`src/rtl/ws_responder.sv`:
```
// Wait-state responder: holds ws for a configurable number of cycles per read, then strobes one data word.
// Optional define WS_RESPONDER_LFSR_EN masks the captured wait count with a free-running 16-bit LFSR.
//
// state  | meaning
// IDLE   | no read in progress, ws low
// WAIT   | read accepted, ws high while the wait counter runs down
// ACK    | data strobed on entry; waiting for rd to drop
module ws_responder #(
  parameter int              DW       = 8,
  parameter int              CW       = 4,
  parameter logic [DW-1:0]   DATA_XOR = 8'hA5
) (
  input  logic          clk,
  input  logic          reset_n,
  input  logic          rd,
  input  logic [CW-1:0] wait_cfg,
  output logic          ws,
  output logic [DW-1:0] rdata,
  output logic          rdata_vld,
  output logic          busy,
  output logic [DW-1:0] txn_cnt,
  output logic          proto_err
);

  typedef enum logic [1:0] {
    S_IDLE = 2'd0,
    S_WAIT = 2'd1,
    S_ACK  = 2'd2
  } state_t;

  localparam logic [CW-1:0] CNT_ONE = {{(CW-1){1'b0}}, 1'b1};
  localparam logic [DW-1:0] TXN_ONE = {{(DW-1){1'b0}}, 1'b1};

  state_t        state, state_nxt;
  logic [CW-1:0] cnt, cnt_nxt;
  logic [CW-1:0] n_start;
  logic          ws_nxt, vld_nxt, busy_nxt, perr_nxt;
  logic [DW-1:0] rdata_nxt, txn_nxt;

`ifdef WS_RESPONDER_LFSR_EN
  logic [15:0] lfsr;

  always_ff @(posedge clk or negedge reset_n) begin
    if (!reset_n) lfsr <= 16'hACE1;
    else          lfsr <= {lfsr[14:0], lfsr[15] ^ lfsr[13] ^ lfsr[12] ^ lfsr[10]};
  end

  assign n_start = wait_cfg & lfsr[CW-1:0];
`else
  assign n_start = wait_cfg;
`endif

  always_ff @(posedge clk or negedge reset_n) begin
    if (!reset_n) begin
      state     <= S_IDLE;
      cnt       <= '0;
      ws        <= 1'b0;
      rdata     <= '0;
      rdata_vld <= 1'b0;
      busy      <= 1'b0;
      txn_cnt   <= '0;
      proto_err <= 1'b0;
    end else begin
      state     <= state_nxt;
      cnt       <= cnt_nxt;
      ws        <= ws_nxt;
      rdata     <= rdata_nxt;
      rdata_vld <= vld_nxt;
      busy      <= busy_nxt;
      txn_cnt   <= txn_nxt;
      proto_err <= perr_nxt;
    end
  end

  always_comb begin
    state_nxt = state;
    cnt_nxt   = cnt;
    ws_nxt    = 1'b0;
    vld_nxt   = 1'b0;
    rdata_nxt = rdata;
    txn_nxt   = txn_cnt;
    perr_nxt  = proto_err;
    case (state)
      S_IDLE: begin
        if (rd) begin
          if (n_start != '0) begin
            state_nxt = S_WAIT;
            cnt_nxt   = n_start;
            ws_nxt    = 1'b1;
          end else begin
            state_nxt = S_ACK;
            vld_nxt   = 1'b1;
            rdata_nxt = txn_cnt ^ DATA_XOR;
            txn_nxt   = txn_cnt + TXN_ONE;
          end
        end
      end
      S_WAIT: begin
        if (!rd) begin
          // requester abandoned the read while we were still stalling it
          state_nxt = S_IDLE;
          cnt_nxt   = '0;
          perr_nxt  = 1'b1;
        end else if (cnt == CNT_ONE) begin
          state_nxt = S_ACK;
          cnt_nxt   = '0;
          vld_nxt   = 1'b1;
          rdata_nxt = txn_cnt ^ DATA_XOR;
          txn_nxt   = txn_cnt + TXN_ONE;
        end else begin
          cnt_nxt = cnt - CNT_ONE;
          ws_nxt  = 1'b1;
        end
      end
      S_ACK: begin
        if (!rd) state_nxt = S_IDLE;
      end
      default: begin
        state_nxt = S_IDLE;
        cnt_nxt   = '0;
      end
    endcase
    busy_nxt = (state_nxt != S_IDLE);
  end

endmodule

```
`config.mk`:
```
export PLATFORM = sky130hd
export DESIGN_NAME = ws_responder
export DESIGN_NICKNAME = d
export VERILOG_FILES = /design/src/rtl/ws_responder.sv
export SDC_FILE = /design/constraint.sdc
export NUM_CORES = 1
export LEC_CHECK = 0
export CAP_MARGIN = 25
export CORE_ASPECT_RATIO = 0.7
export CORE_MARGIN = 2
export CORE_UTILIZATION = 30
export CTS_BUF_LIST = sky130_fd_sc_hd__clkbuf_8
export DETAILED_ROUTE_END_ITERATION = 10
export DONT_BUFFER_PORTS = 1
export GPL_TIMING_DRIVEN = 0
export PLACE_DENSITY = 0.47
export SYNTH_ARGS = -nofsm -noshare
export SYNTH_HDL_FRONTEND = slang
export SYNTH_SLANG_ARGS = --single-unit
```
`constraint.sdc`:
```
create_clock -name clk -period 1.8 [get_ports clk]
set_input_delay 0.18 -clock clk [delete_from_list [all_inputs] [get_ports clk]]
set_output_delay 0.18 -clock clk [all_outputs]
set_load 0.005 [all_outputs]
```
; Yosys cells after proc, flatten, opt, wreduce, memory -nomap -nowiden
; Index checks and enable logic that the tools add are counted.
[op_classes]
n_eq_ne = 8
add_sub_neg = 2
bitwise_logic = 3
mux = 31
reduce_logical = 7
[op_table]
columns = cell, n
row1 = 2-to-1 mux 8 bit, 8
row2 = one-hot mux 8 bit (2 select lines), 2
row3 = 2-to-1 mux 4 bit, 4
row4 = one-hot mux 4 bit (3 select lines), 1
row5 = 2-to-1 mux 2 bit, 5
row6 = inequality test 2 bit (second input constant), 5
row7 = adder 8 x 1 -> 8 bit (second input constant), 1
row8 = 2-to-1 mux 1 bit, 8
row9 = one-hot mux 2 bit (3 select lines), 1
row10 = AND reduction 5 bit, 1
row11 = == test 4 x 1 -> 1 bit (second input constant), 1
row12 = inverter 4 bit, 1
row13 = one-hot mux 1 bit (2 select lines), 2
row14 = nonzero test 2 bit, 2
row15 = nonzero test 4 bit, 1
row16 = subtractor 4 x 1 -> 4 bit (second input constant), 1
row17 = AND reduction 3 bit, 1
row18 = == test 2 x 1 -> 1 bit (second input constant), 1
row19 = == test 2 bit (second input constant), 1
row20 = logical NOT 2 bit, 1
row21 = inverter 1 bit, 2
row22 = AND reduction 2 bit, 1
[word_totals]
elab_cells = 59
output_inout_bits = 20
regBits = 26
input_bits = 7

; Longest topological paths before layout
[depth]
depth_word = 5
mapped_depth = 7
ltp_nobuf = 6

; Least setup slack after synthesis
; OpenSTA, ideal clock, no wires.
[synth_path]
path_type = reg2reg
from = register cnt[1]
to = register txn_cnt[7]
stages_incl_launch_ff = 8
t_required_ns = 1.676
arrival_time_ns = 1.748
setup_ns = 0.124
slack_ns = -0.072
path_buffers = 1
period_less_slack_ns = 1.872
path_cell_list = dfrtp_1 -> inv_1 -> ha_1 -> or3b_2 -> o22ai_4 -> buf_12 -> nand4_4 -> xnor2_2
[synth_between]
elab_chain_cells = 3
[synth_lines]
columns = element, line
row1 = from (decl), 35  ; logic [CW-1:0] cnt, cnt_nxt;
row2 = from (signal assigned), 65  ; cnt <= cnt_nxt;
row3 = == test 4 x 1 -> 1 bit, 104  ; end else if (cnt == CNT_ONE) begin
row4 = inequality test 2 bit (no source line), --
row5 = AND reduction 5 bit (no source line), --
row6 = to (signal assigned), 70  ; txn_cnt <= txn_nxt;
row7 = to (decl), 21  ; output logic [DW-1:0] txn_cnt,
; Every way passes these cells.
; A chain may end at the register's enable or synchronous reset.

; Worst setup path in the final report
; Ends and elaborated chain as after synthesis.

==> qor.yml <==
clocking:
  cts-buffers-inserted: 3
  cts-root-buf: "clkbuf_8"
  htree_levels: 1
  path_clk_slew_ns: 0.09
  clkSinkCount: 25
  clock_path_buffers: 2
  worstSkewPairLatency_ns: 0.27
  cts_tree: "yes"
final_layout:
  fill_cells: 398
  final_util: 0.382
  area_growth_pct: 21.8
  layout.cells.non_filler: 170
  regArea_um2: 626
  multiInputGateArea_um2: 534
  finalNetCount: 129
  final_area_um2: 1500
  n_antenna_cell: 0
  drive_gt1_frac: 0.314
floorplanning:
  rows: 19
  io_pins: 27
  dieArea_um2: 4640
  die_h_um: 57.6
  core-area_um2: 3920
  start_util: 0.314
  die_x_um: 80.6
route:
  drt_first_pass_iters: 5
  post_drt_wl_per_cell_um: 14.1
  vias: 790
  route.detailed.drc: 0
  wirelength_um: 2390
  route.antenna.remaining_nets: 0
  vias_per_cell: 4.65
  drt_first_iter_violations: 35
yosys:
  yosysUniqueCellTypes: 37
  netlist_area_um2: 1230
  synth_nets: 112
  netlist_instances: 102
  ys_warn_count: 0
  avgSynthCellArea_um2: 12.1
  async_flop_share: 1.00
  ys_ff_latch: 25
  synthFlopType: "dfrtp_1"
  synth_edf_count: 0
  synth_seq_area_share: 0.508
sta:
  slew_viol_final: 0
  fin_skew_ns: 0.00221
  tns_ns: 0
  setup_viol: 0
  setup_ws_ns: 0.0153
  period_minus_slack_ns: 1.78
  fmax_mhz: 560
  maxSlewHeadroom: 0.720
  finalCritPeriodShare: 0.992
  fin_worst_hold_slack_ns: 0.0483
  rsz0062_at_grt: "yes"
  hold_viol: 0
  worstMarginPinSlew_ns: 0.420
run_status:
  outcome: "completed"
placement:
  gp_congestion: 0.711
  placed_area_um2: 1300
  hpwl_um: 1590
  io_buffers: 0
  pre_cts_ws_ns: -0.140
  dp_cells: 154
worst_setup_path:
  cp-startpoint: "cnt[1]"
  critPathKind: "reg -> reg"
  crit_fanout: 5
  cp-end-kind: "flop"
  arrival_ns: 1.95
  worstSetupStartpointType: "flop"
  cp_data_required_time_ns: 1.96
  r2r_start: "cnt[1]"
grt:
  grt-ovfl-total: 0
  grt_max_degree: 26
  grtUsageTotal: 0.117
  antenna_found_initial: 0
  grt_pass1_vias: 780
  grt_first_pass_wirelength_um: 4000
power:
  p_total_mw: 1.62
  p_leak_nw: 0.678
  powerDensity_nw_per_um2: 1080
  ir_worst_vdd_uv: 504
job:
  drv_cap: 0
worst_hold_path:
  hold_path_class: "in -> reg"
  min_from: "rd"
[placed cells by master, fill, tap and decap left out, drive strengths merged]
master and count:
a211oi 2, a21boi 1, a21oi 2, a221oi 2
a22oi 1, and2 3, and3 1, buf 17
clkbuf 4, clkinv 1, dfrtp 25, dlygate4sd3 2
ha 3, inv 6, mux2 5, mux2i 3
nand2 4, nand2b 2, nand3 4, nand3b 1
nand4 2, nor2 5, nor2b 2, nor3 1
nor3b 1, o21ai 2, o21bai 1, o22ai 3
or3b 2, or4 1, xnor2 6, xor2 3
[state kept, by name (all words and copies together), names as in the netlist]
name	count
cnt	4
ws	1
rdata	8
rdata_vld	1
busy	1
proto_err	1
txn_cnt	7
state	2
[report_power, final]
part,switching [mW],internal [mW]
Clock,0.180,0.155
Sequential,0.124,0.661
Combinational,0.230,0.271
[timing repair]
item / 4_1_cts / 5_1_grt
hold buffers: 3 / 0
hold endpoints to repair: 26 / 0
resized for setup: 4 / 1
pin swaps: 1 / 4
gates cloned: 1 / 0
setup endpoints to repair: 15 / 15
setup buffers: 6 / 2
[metal layers]
metal / global-route usage / share of wire
met2: 0.165 / 0.43
met1: 0.173 / 0.50
met5: 0 / 0
met3: 0.0443 / 0.050
met4: 0.0218 / 0.013
[synth_stat cells, drive strengths merged, types with 2 or more instances]
master  number  area (um^2)
a221oi       2         17.5
xor2         3         26.3
xnor2        6         60.1
buf          7         62.6
and2         3         18.8
nand4        2         27.5
nor2b        2         12.5
o21ai        2         10.0
inv          6         22.5
o22ai        3         32.5
ha           3         37.5
dfrtp       25          626
a211oi       2         15.0
nor2         5         18.8
or3b         2         17.5
a21oi        2         10.0
nand2b       2         12.5
nand2        4         15.0
nand3        4         42.5
mux2         5         56.3
mux2i        3         30.0
[critical path, cell delays in order (launching register included)]
cell	delay, ns
dfrtp_1	0.39
inv_2	0.08
ha_4	0.12
or3b_4	0.39
o22ai_4	0.19
buf_12	0.15
buf_12	0.12
nand4_4	0.09
xnor2_2	0.14
[layout make-up]
type,instances,share of cell area
Buffer,8,0.0442
Clock buffer,3,0.0275
Clock inverter,1,0.00334
Inverter,6,0.0150
Multi-Input combinational cell,63,0.356
Sequential cell,25,0.417
Tap cell,52,0.0434
Timing Repair Buffer,12,0.0934
[worst paths after layout]
kind	to	slack, ns	cells past startpoint
worst max register to register	txn_cnt[7]	0.02	8
worst max-delay path	txn_cnt[7]	0.02	8
worst min register to register	proto_err	0.51	1
max in group asynchronous	rdata[5]	1.29	2
min in group asynchronous	txn_cnt[7]	0.36	2
worst min-delay path	state[1]	0.05	1
[cells by family after synthesis]
kind of cell             share of synthesized area
buffers and inverters                       0.0722
AND/OR/NAND/NOR                              0.162
AO/OA/AOI/OAI                               0.0874
XOR/XNOR                                    0.0701
multiplexers                                0.0701
flip-flops                                   0.508
adder cells (fa/ha/maj)                     0.0305
(Power assumes the default switching activity.)
